File: config.mk
export PLATFORM = sky130hd
export DESIGN_NAME = chain_scheduler
export DESIGN_NICKNAME = d
export VERILOG_FILES = /design/src/rtl/chain_scheduler.sv
export SDC_FILE = /design/constraint.sdc
export NUM_CORES = 1
export LEC_CHECK = 0
export ABC_AREA = 1
export CAP_MARGIN = 0
export CELL_PAD_IN_SITES_DETAIL_PLACEMENT = 1
export CELL_PAD_IN_SITES_GLOBAL_PLACEMENT = 1
export CORE_AREA = 2 2 213 215
export DETAILED_ROUTE_END_ITERATION = 10
export DIE_AREA = 0 0 215 217
export PLACE_DENSITY = 0.66
export SYNTH_ARGS = -nofsm -noshare
export SYNTH_HDL_FRONTEND = slang
export SYNTH_SLANG_ARGS = --single-unit
File: constraint.sdc
create_clock -name clk -period 2.62 [get_ports clk]
set_clock_uncertainty 0.1 [all_clocks]
set_input_delay 0.524 -clock clk [delete_from_list [all_inputs] [get_ports clk]]
set_output_delay 0.524 -clock clk [all_outputs]
set_load 0.03 [all_outputs]
File: src/rtl/chain_scheduler.sv
// chain_scheduler: pops one queued vector per slot and replays it to every active chain
// over valid/ready, and owns the chain-count configuration register.
module chain_scheduler #(
    parameter int N                = 8,
    parameter int DATA_WIDTH       = 32,
    parameter int MAX_CHAINS       = 4,
    parameter int INITIAL_FIRMWARE = 0,
    parameter logic [7:0] CFG_ID_CHAINS = 8'd1,
    localparam int CW = (MAX_CHAINS > 1) ? $clog2(MAX_CHAINS) : 1
) (
    input  logic                           clk,
    input  logic                           rst_n,
    input  logic                           tracing,
    input  logic                           cfg_valid,
    input  logic [7:0]                     configId,
    input  logic [7:0]                     configData,
    input  logic                           vec_valid,
    input  logic                           vec_eof,
    input  logic [N-1:0][DATA_WIDTH-1:0]   vector_in,
    output logic                           deq,
    input  logic                           dn_ready,
    output logic                           valid_out,
    output logic                           eof_out,
    output logic [N-1:0][DATA_WIDTH-1:0]   vector_out,
    output logic [CW-1:0]                  chainId_out,
    output logic                           cfg_error
);
    localparam int NW   = $clog2(MAX_CHAINS + 1);
    localparam int INIT = (INITIAL_FIRMWARE > MAX_CHAINS) ? MAX_CHAINS : INITIAL_FIRMWARE;

    typedef enum logic {IDLE, ISSUE} state_t;

    state_t                         r_state, w_next;
    logic [CW-1:0]                  r_chain;
    logic [NW-1:0]                  r_num, r_pend_val, w_cfg_val;
    logic                           r_pend, r_eof, r_err;
    logic [N-1:0][DATA_WIDTH-1:0]   r_vec;
    logic                           w_active, w_accept, w_last, w_last_acc;
    logic                           w_cfg, w_over, w_free, w_deq;

    assign w_active   = tracing && (r_num != '0) && !r_pend;
    assign w_accept   = (r_state == ISSUE) && dn_ready;
    assign w_last     = NW'(r_chain) == (r_num - NW'(1));
    assign w_last_acc = w_accept && w_last;
    assign w_cfg      = cfg_valid && (configId == CFG_ID_CHAINS);
    assign w_over     = 32'(configData) > MAX_CHAINS;
    assign w_cfg_val  = w_over ? NW'(MAX_CHAINS) : NW'(configData);
    // A config write lands directly only when no vector is being served next cycle
    assign w_free     = !w_deq && ((r_state == IDLE) || w_last_acc);

    always_comb begin
        w_deq  = vec_valid && w_active && ((r_state == IDLE) || w_last_acc);
        w_next = w_deq ? ISSUE : (w_last_acc ? IDLE : r_state);
    end

    always_ff @(posedge clk or negedge rst_n) begin
        if (!rst_n)
            r_state <= IDLE;
        else
            r_state <= w_next;
    end

    always_ff @(posedge clk or negedge rst_n) begin
        if (!rst_n) begin
            r_vec      <= '0;
            r_eof      <= 1'b0;
            r_chain    <= '0;
            r_num      <= NW'(INIT);
            r_pend     <= 1'b0;
            r_pend_val <= '0;
            r_err      <= 1'b0;
        end else begin
            if (w_deq) begin
                r_vec   <= vector_in;
                r_eof   <= vec_eof;
                r_chain <= '0;
            end else if (w_accept) begin
                r_chain <= w_last ? '0 : r_chain + CW'(1);
            end
            if (w_cfg && w_free) begin
                r_num  <= w_cfg_val;
                r_pend <= 1'b0;
            end else if (w_cfg) begin
                r_pend     <= 1'b1;
                r_pend_val <= w_cfg_val;
            end else if (w_free && r_pend) begin
                r_num  <= r_pend_val;
                r_pend <= 1'b0;
            end
            if (w_cfg && w_over)
                r_err <= 1'b1;
        end
    end

    assign deq         = w_deq;
    assign valid_out   = r_state == ISSUE;
    assign eof_out     = r_eof && w_last && valid_out;
    assign vector_out  = r_vec;
    assign chainId_out = r_chain;
    assign cfg_error   = r_err;
endmodule

==> impl_metrics.ini, run 1 <==
[power]
p_leak_nw = 9.00
p_sw_mw = 2.58
p_per_area_nw_per_um2 = 590
pwr-share-comb_pct = 13.1
switching_share_pct = 24.2
ir_drop_uv = 439
p_total_mw = 10.6
p_seq_share_pct = 41.4
clockPowerShare_pct = 45.6
p_int_mw = 8.05

[sta]
setup_tns_ns = 0
fmax_mhz = 394
final.min_clock_period_ns = 2.54
post-route-period-util_pct = 96.9
final_max_slew_viol_count = 0
setup_slack_ns = 0.0820
final-hold-violation-count = 0
hold_slack_ns = 0.364
rsz0062_at_grt = true
max_slew_margin_pct = 54.5
worstMarginPinSlew_ns = 0.682
setup_violations = 0

[clock_tree]
clkSinkCount = 268
cts_buffers = 34
tritoncts = yes
cts_max_path_buffers = 3
clockRootBuffer = clkbuf_16
clk_latency_ns = 0.52
cts_htree_levels = 2
clk_pin_slew_ns = 0.06

[layout]
num_antenna_cells = 0
fill_cells = 5226
layout-drive-gt1-share_pct = 6.42
design_area_sq_um = 18000
num-nets-final = 2034
final_cell_mix = 805 x nand2_1, 537 x clkdlybuf4s50_1, 268 x dfrtp_1
final_util_pct = 40.3
layout_commonest_cell = nand2_1
syn_to_final_growth_pct = 74.4
layoutNonFillerInstCount = 2376

[setup_path]
path_depth = 9
reg2reg_depth = 12
cp_max_fo = 2
arrival_ns = 1.91
r2r_slack_ns = 0.41
endpoint_kind = output pin
worstSetupPathType = flop to output pin
crit_path_start = r_num[1]
cpPeakStageDelay_ns = 0.39
worstSetupEndpoint = deq
crit_path_start_kind = flop
worstPathRequired_ns = 2.00
cp_top_family = flip-flops
r2r-start = r_num[1]
path_buf_inv = 4
cpMaxStageDelayCell = dfrtp_1
worstPathCellList = inv_2, ha_4, inv_2, nand2_2, nand2_2, nand4_4, a21oi_4, buf_12, buf_8
r2r_end = vector_out[155]

[drt]
drt_iter0_drc = 452
dr_wl_met3_um = 2740
num_vias = 9911
firstDrtPassIters = 4
ant_nets = 0
viasPerCell = 4.17
drc = 0
highest_layer = met4
wl_um = 40400
wire_per_inst_um = 17.0
wl_met2_um = 20700
met1Wirelength_um = 15700

[synth]
synth_seq_cells = 268
yosysWarnings = 0
yosysTopAreaCell = dfrtp_1
synth_cells = 1188
syn-num-nets = 1469
synth_top_area_share_pct = 64.9
ys_seq_area_share_pct = 64.9
netlist_area_sq_um = 10300
yosys.cell_types.count = 24
synth.area.top_cells = dfrtp_1 65%, nand2_1 29%, buf_2 1.8%
avgSynthCellArea_sq_um = 8.70

[place]
gp_congestion = 0.846
dpl.hpwl_um = 29900
io_buffer_count = 540
place_area_sq_um = 16800
place_ws_ns = 0.0869
dpl.cell_count = 2311

[die]
pin_count = 541
fp-row-count = 78
die_area_sq_um = 46700
core_sq_um = 44700
die_h_um = 217
initial_core_util_pct = 23.1
die_w_um = 215

[global_routing]
antenna_found_initial = 0
grt_use_total_pct = 17.1
grt_pass1_vias = 10679
grt_pass1_wl_um = 62300
globalRouteOverflowTotal = 0
grt_max_degree = 76

[min_path]
hold_start = vector_out[114]
hold_path_class = flop to flop

[job]
max_cap_viol_count = 0

[outcome]
status = complete, no violations
==> sequential cells by signal, indices dropped and copies added (netlist names) <==
name	flops
r_eof	1
r_pend	1
cfg_error	1
r_pend_val	3
valid_out	1
r_num	3
vector_out	256
chainId_out	2
==> worst register-to-register path, cell delays in order, from the launching register on <==
cell,delay (ns)
dfrtp_1,0.39
inv_2,0.11
ha_4,0.22
nand2_1,0.08
nand2_2,0.08
nand4_4,0.08
a21oi_4,0.07
buf_4,0.13
buf_4,0.15
inv_8,0.20
buf_12,0.29
nand2_1,0.19
nand2_1,0.07
==> cells by family (layout without fill, tap and decap cells) <==
kind of cell    count (synthesis)  after routing  share of synthesized area (%)
simple gates                  831            831                           30.5
flops                         268            268                           64.9
buf+inv                        76            664                           3.61
compound gates                  9              9                          0.606
fa+ha+maj                       2              2                          0.242
xor+xnor                        2              2                          0.170
==> timing repair <==
action,in CTS,in global routing
endpoints found under the setup margin,2,2
hold endpoints to repair,63,0
buffers inserted,4,1
hold buffers,1,0
pin swaps,4,3
gates resized for setup,15,2
==> power by group through the flow <==
| stage | sequential [mW] | clock, mW | combinational (mW) |
|---|---|---|---|
| after global placement | 4.46 | 0 | 1.38 |
| after CTS | 4.40 | 5.05 | 1.41 |
| after detailed placement | 4.47 | 0 | 1.39 |
| after floorplan | 4.75 | 0 | 0.154 |
| final | 4.39 | 4.84 | 1.39 |
| after global routing | 4.41 | 5.21 | 1.49 |
==> routing by layer <==
layer | global-route usage, % | vias up
met5 | 0 | -
met3 | 4.78 | 64
met4 | 6.34 | 0
li1 | - | 4683
met2 | 30.6 | 329
met1 | 19.4 | 4835
==> worst min-delay path by stage <==
stage | endpoint | slack, ns | cells after the start
floorplan | cfg_error | 0.13 | 0
global placement | vector_out[45] | 0.35 | 2
detailed placement | cfg_error | 0.35 | 1
CTS | vector_out[114] | 0.37 | 2
global route | vector_out[228] | 0.39 | 2
finish | vector_out[114] | 0.36 | 2
==> Yosys cell counts, drive strengths merged <==
library cell	instances
xnor2	1
clkbuf	8
buf	48
xor2	1
nor2	13
a22oi	1
inv	19
or2	2
nand4	3
a21oi	3
nor3	1
o21ai	3
clkinv	1
nand3	4
o21bai	1
ha	2
nand3b	1
nand2	807
dfrtp	268
a31oi	1
==> final cells by class <==
cell class / instances / area (sq um) / share of cell area (%)
Clock inverter: 9 / 123 / 0.680
Sequential cell: 268 / 6710 / 37.2
Timing Repair Buffer: 585 / 6010 / 33.4
Multi-Input combinational cell: 844 / 3300 / 18.3
Inverter: 20 / 82.6 / 0.458
Tap cell: 600 / 751 / 4.17
Clock buffer: 50 / 1040 / 5.80
No activity file was read; power rests on OpenSTA's default activity.
==> run 2, diff against run 1 <==
GPL_TIMING_DRIVEN = 0   (was default)
==> impl_metrics.ini, run 2 (synthesized netlist as in run 1, its figures left out) <==
[place]
dpl.hpwl_um = 31700
io_buffer_count = 540
place_ws_ns = -1.21
gp_congestion = 0.846

[drt]
wire_per_inst_um = 17.4
ant_nets = 0
viasPerCell = 4.14
num_vias = 9934
drc = 0
drt_iter0_drc = 415
wl_um = 41800
firstDrtPassIters = 4

[global_routing]
grt_max_degree = 109
antenna_found_initial = 2
grt_pass1_wl_um = 63500
globalRouteOverflowTotal = 0
grt_pass1_vias = 10670
grt_use_total_pct = 17.7

[setup_path]
worstPathRequired_ns = 2.00
cpMaxStageDelayCell = dfrtp_1
cp_top_family = flip-flops
cp_common_cell = buf_8
endpoint_kind = output pin
cp_max_fo = 3
arrival_ns = 1.98
reg2reg_depth = 11
worstPathCellList = inv_2, ha_2, xnor2_2, nand4_4, a21oi_4, buf_8, buf_8
r2r_end = vector_out[131]
crit_path_start = r_num[0]
r2r-start = r_num[0]
r2r_slack_ns = 0.21
crit_path_start_kind = flop
worstSetupPathType = flop to output pin
path_depth = 7
worstSetupEndpoint = deq
cpPeakStageDelay_ns = 0.39
path_buf_inv = 3

[power]
switching_share_pct = 25.4
ir_drop_uv = 436
p_sw_mw = 2.61
p_int_mw = 7.65
p_seq_share_pct = 42.8
p_per_area_nw_per_um2 = 579
p_leak_nw = 8.90
pwr-share-comb_pct = 13.4
clockPowerShare_pct = 43.8

[layout]
layout-drive-gt1-share_pct = 6.85
syn_to_final_growth_pct = 71.5
multi_input_area_sq_um = 3300
layout_commonest_cell = nand2_1
num-nets-final = 2055
largest_register_ffs = 256
seq_area_sq_um = 6710
final_cell_mix = 804 x nand2_1, 537 x clkdlybuf4s50_1, 268 x dfrtp_1
fill_cells = 5296

[clock_tree]
tritoncts = yes
clk_latency_ns = 0.53
clkSinkCount = 268
cts_buffers = 35
cts_max_path_buffers = 3
clk_pin_slew_ns = 0.06
clockRootBuffer = clkbuf_16
cts_htree_levels = 2

[job]
max_cap_viol_count = 0

[die]
core_sq_um = 44700
pin_count = 541
fp-row-count = 78
initial_core_util_pct = 23.1
die_h_um = 217
die_area_sq_um = 46700
die_w_um = 215

[sta]
final.min_clock_period_ns = 2.60
setup_violations = 0
final_max_slew_viol_count = 0
max_slew_margin_pct = 56.6
hold_slack_ns = 0.366
rsz0062_at_grt = true
worstMarginPinSlew_ns = 0.651
final-hold-violation-count = 0
post-route-period-util_pct = 99.3
fmax_mhz = 384
setup_slack_ns = 0.0171

[min_path]
hold_path_class = flop to flop
min_path_cells = 2

[outcome]
status = complete, no violations
-- run 2: changes by cell type in the layout (fill, tap and decap cells not counted), sizes merged --
cell | previous run | this run
clkinvlp | 1 | 0
diode | 0 | 2
clkbuf | 50 | 63
buf | 47 | 56
clkinv | 6 | 8
bufinv | 3 | 0
-- run 2: final cells by class --
| type | count | area share (%) |
|---|---|---|
| Clock buffer | 52 | 5.71 |
| Tap cell | 600 | 4.24 |
| Antenna cell | 2 | 0.0282 |
| Buffer | 56 | 1.79 |
| Inverter | 20 | 0.424 |
| Timing Repair Buffer | 549 | 31.2 |
| Sequential cell | 268 | 37.8 |
| Clock inverter | 7 | 0.198 |
| Multi-Input combinational cell | 844 | 18.6 |
-- run 2: power groups by stage --
stage	combinational (mW)	clock (mW)	sequential, mW
after floorplan	0.154	0	4.75
after global placement	1.35	0	4.47
after detailed placement	1.37	0	4.47
after CTS	1.39	4.66	4.39
after global routing	1.46	4.83	4.41
final	1.37	4.49	4.39
-- run 2: worst min path at each step --
stage                    start  slack [ns]               to
4_1_cts        vector_out[200]        0.37  vector_out[200]
6_report       vector_out[143]        0.37  vector_out[143]
2_1_floorplan            rst_n        0.13        cfg_error
5_1_grt         vector_out[76]        0.38   vector_out[76]
3_3_place_gp    vector_out[44]        0.35   vector_out[44]
3_5_place_dp   vector_out[179]        0.36  vector_out[179]
-- run 2: worst register-to-register path, cell delays in order, from the launching register on --
cell,delay [ns]
dfrtp_1,0.39
inv_2,0.08
ha_2,0.21
xnor2_2,0.20
nand4_4,0.14
a21oi_4,0.19
buf_4,0.22
inv_2,0.11
buf_2,0.24
clkbuf_4,0.28
nand2_1,0.09
nand2_1,0.05
-- run 2: repair_timing --
action,CTS,global route
buffers inserted,5,1
hold endpoints to repair,65,0
pin swaps,5,3
resized for setup,22,10
hold buffers,1,0
cloned,0,0
setup endpoints to repair,104,15
-- run 2: metrics by stage --
stage                     power, mW  std cells  area, sq um  setup TNS [ns]  util (%)
after floorplan                4.91       1188        10300               0         -
after global routing           10.7       2398        17700         -0.0891      39.6
after CTS                      10.4       2395        17700         -0.0890      39.6
final                          10.3       2398        17700               0      39.6
after global placement         5.81       2328        16500        -3157.97      36.9
after detailed placement       5.84       2330        16500          -79.53      37.0
-- run 2: per-layer routing --
metal | wire (um) | track usage (%) | part of all wire [%]
met1 | 16700 | 20.6 | 40
met2 | 21200 | 31.3 | 51
met3 | 2550 | 4.42 | 6.1
met4 | 1380 | 6.76 | 3.3
met5 | 0 | 0 | 0
==> run 3, diff against run 2 <==
CELL_PAD_IN_SITES_GLOBAL_PLACEMENT = 2   (was 1)
CORE_AREA = default   (was 2 2 213 215)
CORE_MARGIN = 2   (was default)
CORE_UTILIZATION = 21   (was default)
DIE_AREA = default   (was 0 0 215 217)
PLACE_DENSITY = 0.76   (was 0.66)
==> impl_metrics.ini, run 3 (synthesized netlist as in run 1, its figures left out) <==
[setup_path]
arrival_ns = 1.99
worstPathCellList = inv_2, ha_2, xnor2_2, nand4_4, a21oi_4, buf_8, buf_6
cpPeakStageDelay_ns = 0.36
r2r_slack_ns = 0.21
cp_top_family = flip-flops
crit_path_start = r_num[0]
cp_max_fo = 3
r2r-start = r_num[0]
endpoint_kind = output pin
worstSetupPathType = flop to output pin
worstPathRequired_ns = 2.00
reg2reg_depth = 10
r2r_end = vector_out[178]
path_depth = 7
path_buf_inv = 3
crit_path_start_kind = flop
worstSetupEndpoint = deq
cpMaxStageDelayCell = dfrtp_1

[sta]
hold_slack_ns = 0.368
worstMarginPinSlew_ns = 0.599
setup_tns_ns = 0
post-route-period-util_pct = 99.9
fmax_mhz = 382
max_slew_margin_pct = 60.1
rsz0062_at_grt = true
final_max_slew_viol_count = 0
setup_slack_ns = 0.00287
final.min_clock_period_ns = 2.62
setup_violations = 0
final-hold-violation-count = 0

[global_routing]
grt_pass1_vias = 10837
grt_use_total_pct = 16.6
grt_pass1_wl_um = 64000
antenna_found_initial = 2
grt_max_degree = 109
globalRouteOverflowTotal = 0

[layout]
syn_to_final_growth_pct = 72.8
layout_commonest_cell = nand2_1
final_util_pct = 36.6
layout-drive-gt1-share_pct = 6.64
design_area_sq_um = 17800
largest_register_ffs = 256
multi_input_area_sq_um = 3290
final_cell_mix = 806 x nand2_1, 537 x clkdlybuf4s50_1, 268 x dfrtp_1
num-nets-final = 2054
seq_area_sq_um = 6710
layoutNonFillerInstCount = 2458
fill_cells = 5658

[clock_tree]
cts_htree_levels = 2
cts_buffers = 35
tritoncts = yes
clk_pin_slew_ns = 0.06
clk_latency_ns = 0.53
clockRootBuffer = clkbuf_16
clkSinkCount = 268
cts_max_path_buffers = 3

[place]
dpl.hpwl_um = 32400
place_area_sq_um = 16600
io_buffer_count = 540
place_ws_ns = -1.18
dpl.cell_count = 2394
gp_congestion = 0.763

[die]
die_h_um = 226
die_w_um = 226
die_area_sq_um = 51000
fp-row-count = 81
initial_core_util_pct = 21.2
core_sq_um = 48700
pin_count = 541

[drt]
firstDrtPassIters = 4
drc = 0
wl_um = 42800
num_vias = 9941
wire_per_inst_um = 17.4
viasPerCell = 4.04
ant_nets = 0
drt_iter0_drc = 296

[power]
p_leak_nw = 8.92
p_total_mw = 10.5
ir_drop_uv = 372
p_per_area_nw_per_um2 = 590

[outcome]
status = complete, no violations

[min_path]
hold_path_class = flop to flop

[job]
max_cap_viol_count = 0
-- run 3: changes by cell type in the layout (fill, tap and decap cells not counted), moves of 2 or more --
| cell | delta |
|---|---|
| clkinv_2 | -7 |
| clkbuf_4 | -4 |
| clkbuf_1 | -3 |
| clkbuf_8 | +3 |
| buf_4 | +2 |
| bufinv_16 | +2 |
| clkinvlp_4 | +2 |
| nand2_1 | +2 |
| nand2_2 | -2 |
-- run 3: repair_timing --
action | 4_1_cts | 5_1_grt
endpoints found under the setup margin | 208 | 3
hold buffers | 1 | 0
endpoints found under the hold margin | 62 | 0
buffers inserted | 3 | 2
pin swaps | 4 | 3
resized for setup | 25 | 2
-- run 3: power breakdown --
part           switching [mW]  leakage [nW]  internal [mW]
clock                    1.84         0.539           2.93
combinational           0.674          4.67          0.693
sequential             0.0897          3.71           4.29
total                    2.61          8.92           7.92
-- run 3: final cells by class --
cell class	instances	area share (%)
inverter	20	0.421
clock buffer	53	5.86
clock inverter	4	0.421
multi-input combinational	844	18.4
buffer	56	1.77
tap	664	4.65
sequential	268	37.6
antenna	1	0.0140
timing repair buffer	548	30.9
-- run 3: worst min-delay path by stage --
| stage | startpoint | end | cells past startpoint |
|---|---|---|---|
| finish | vector_out[179] | vector_out[179] | 2 |
| CTS | vector_out[223] | vector_out[223] | 2 |
| detailed placement | cfg_error | cfg_error | 1 |
| global placement | vector_out[34] | vector_out[34] | 2 |
| floorplan | rst_n | cfg_error | 0 |
| global route | vector_out[177] | vector_out[177] | 2 |
-- run 3: layer usage --
metal,vias to the layer above,track usage [%],routed length (um)
met4,0,4.96,1160
met3,64,6.21,3690
met2,342,29.6,21500
met1,4795,18.2,16400
met5,-,0,0
li1,4740,-,-
-- run 3: tightest hold or removal path: stages, from the launching register on --
cell and delay [ns]:
dfrtp_1 0.34, nand2_1 0.05, nand2_1 0.05
==> variant: new RTL, config.mk and constraints of run 2 <==
Make the reset (`rst_n`) synchronous in 2 clocked blocks.
--- a/src/rtl/chain_scheduler.sv
+++ b/src/rtl/chain_scheduler.sv
@@ -53,14 +53,14 @@
         w_next = w_deq ? ISSUE : (w_last_acc ? IDLE : r_state);
     end
 
-    always_ff @(posedge clk or negedge rst_n) begin
+    always_ff @(posedge clk) begin
         if (!rst_n)
             r_state <= IDLE;
         else
             r_state <= w_next;
     end
 
-    always_ff @(posedge clk or negedge rst_n) begin
+    always_ff @(posedge clk) begin
         if (!rst_n) begin
             r_vec      <= '0;
             r_eof      <= 1'b0;
Function: differs if rst_n is asserted again (counterexample within 4 cycles, from zero or initial values and one cycle with rst_n low); with rst_n held inactive, the same outputs for 4 cycles.
==> variant against run 2 <==
- design area fell by 4.9%
- setup slack improved by 44 ps
- global-route usage fell by 0.19 points
- core utilization is 2.0 points lower
- routed wire length rose by 1.4%
- sequential cell count did not move
- critical path type unchanged
- area after synthesis fell by 8.3%
- via count up 2.7%
Power is not compared: it rests on default switching activity, and its combinational part moved more than twofold at a synthesized area within 25%.
==> variant: results (changes against run 2) <==
run status=finished clean; Inserted Clock Buffers=34 (-2.9%); RePlAce Congestion=0.860 (+1.6%); worst hold path startpoint=vector_out[96]; initial antenna violation count=1 (-1); final net count=2,077 (+1.1%); 1st-iter DRT viols=355 (-14%); post-synthesis compound-gate area fraction=14.2% (+14 points); adder-cell share of the synthesized area=0.264% (+0.022 points); slowest cell on the critical path=dfxtp_2; M1 GR Usage=19.4% (-1.1 points); dpl ws=-940 ps (+267 ps); syn nets=1,496 (+1.8%); met3 layer usage reported by global route=6.25% (+1.8 points); vias in the first global route=10,515 (-1.5%); Vias=10,202 (+2.7%); library cells used by synthesis=20 (-17%); period utilization=97.7% (-1.7 points); largest cells by area after synthesis=dfxtp_1 57%, nor2_1 21%, o21ai_0 13%; Async SR Flop Fraction=0% (-100 points); DR WL/cell=17.5 um (+0.42%); FF-to-FF End=vector_out[140]; worst slew pin tran=770 ps (+119 ps); grt met2 use=31.4% (+0.13 points); register area share after synthesis=56.6% (-8.3 points); worst r2r path cells=14 (+3); CP top delay family=simple AND/OR/NAND/NOR gates; Post-Synth XOR/XNOR Area=0.185% (+0.015 points); met1 wire length=17.0 mm (+1.8%); Crit Reg-Reg Startpoint=r_num[0]; HP Class=reg -> reg; slowest cell delay on critical path=330 ps (-60 ps); Met3 Routed Length=3.36 mm (+32%); met2 routed WL=21.1 mm (-0.15%); worst setup path start=r_num[1]; Total GRT Usage=17.5% (-0.19 points); layout cells sized above 1=6.54% (-0.31 points); I/O Buffers=539 (-0.19%); first-pass GRT wire length=62.6 mm (-1.5%); post-DP HPWL=33.1 mm (+4.6%); Area after DPL=15,600 sq um (-5.6%); WHS Endpoint=vector_out[96]; top_reg_cell synth=dfxtp_1; R2R Setup Slk=170 ps (-40 ps); CTS max path bufs=3 (unchanged)
## variant: what timing repair did
action,in CTS,in global routing
setup endpoints to repair,4,101
pin swaps,6,2
gates resized for setup,21,32
setup buffers,6,1
## variant: layout make-up
type                            instances  area, sq um
Tap cell                              600          751
Clock buffer                           51         1050
Clock inverter                          9         72.6
Sequential cell                       268         5370
Fill cell                            5369        27900
Buffer                                 86          487
Inverter                               10         42.5
Antenna cell                            1         2.50
Multi-Input combinational cell        850         3630
Timing Repair Buffer                  546         5440
## variant: through the flow
| step | utilization, % | hold WS [ps] | std cells |
|---|---|---|---|
| 6_report | 37.7 | 376 | 2421 |
| 3_5_place_dp | 34.9 | 370 | 2354 |
| 3_3_place_gp | 34.9 | 363 | 2354 |
| 2_1_floorplan | - | 352 | 1215 |
| 5_1_grt | 37.7 | 404 | 2421 |
| 4_1_cts | 37.7 | 383 | 2420 |
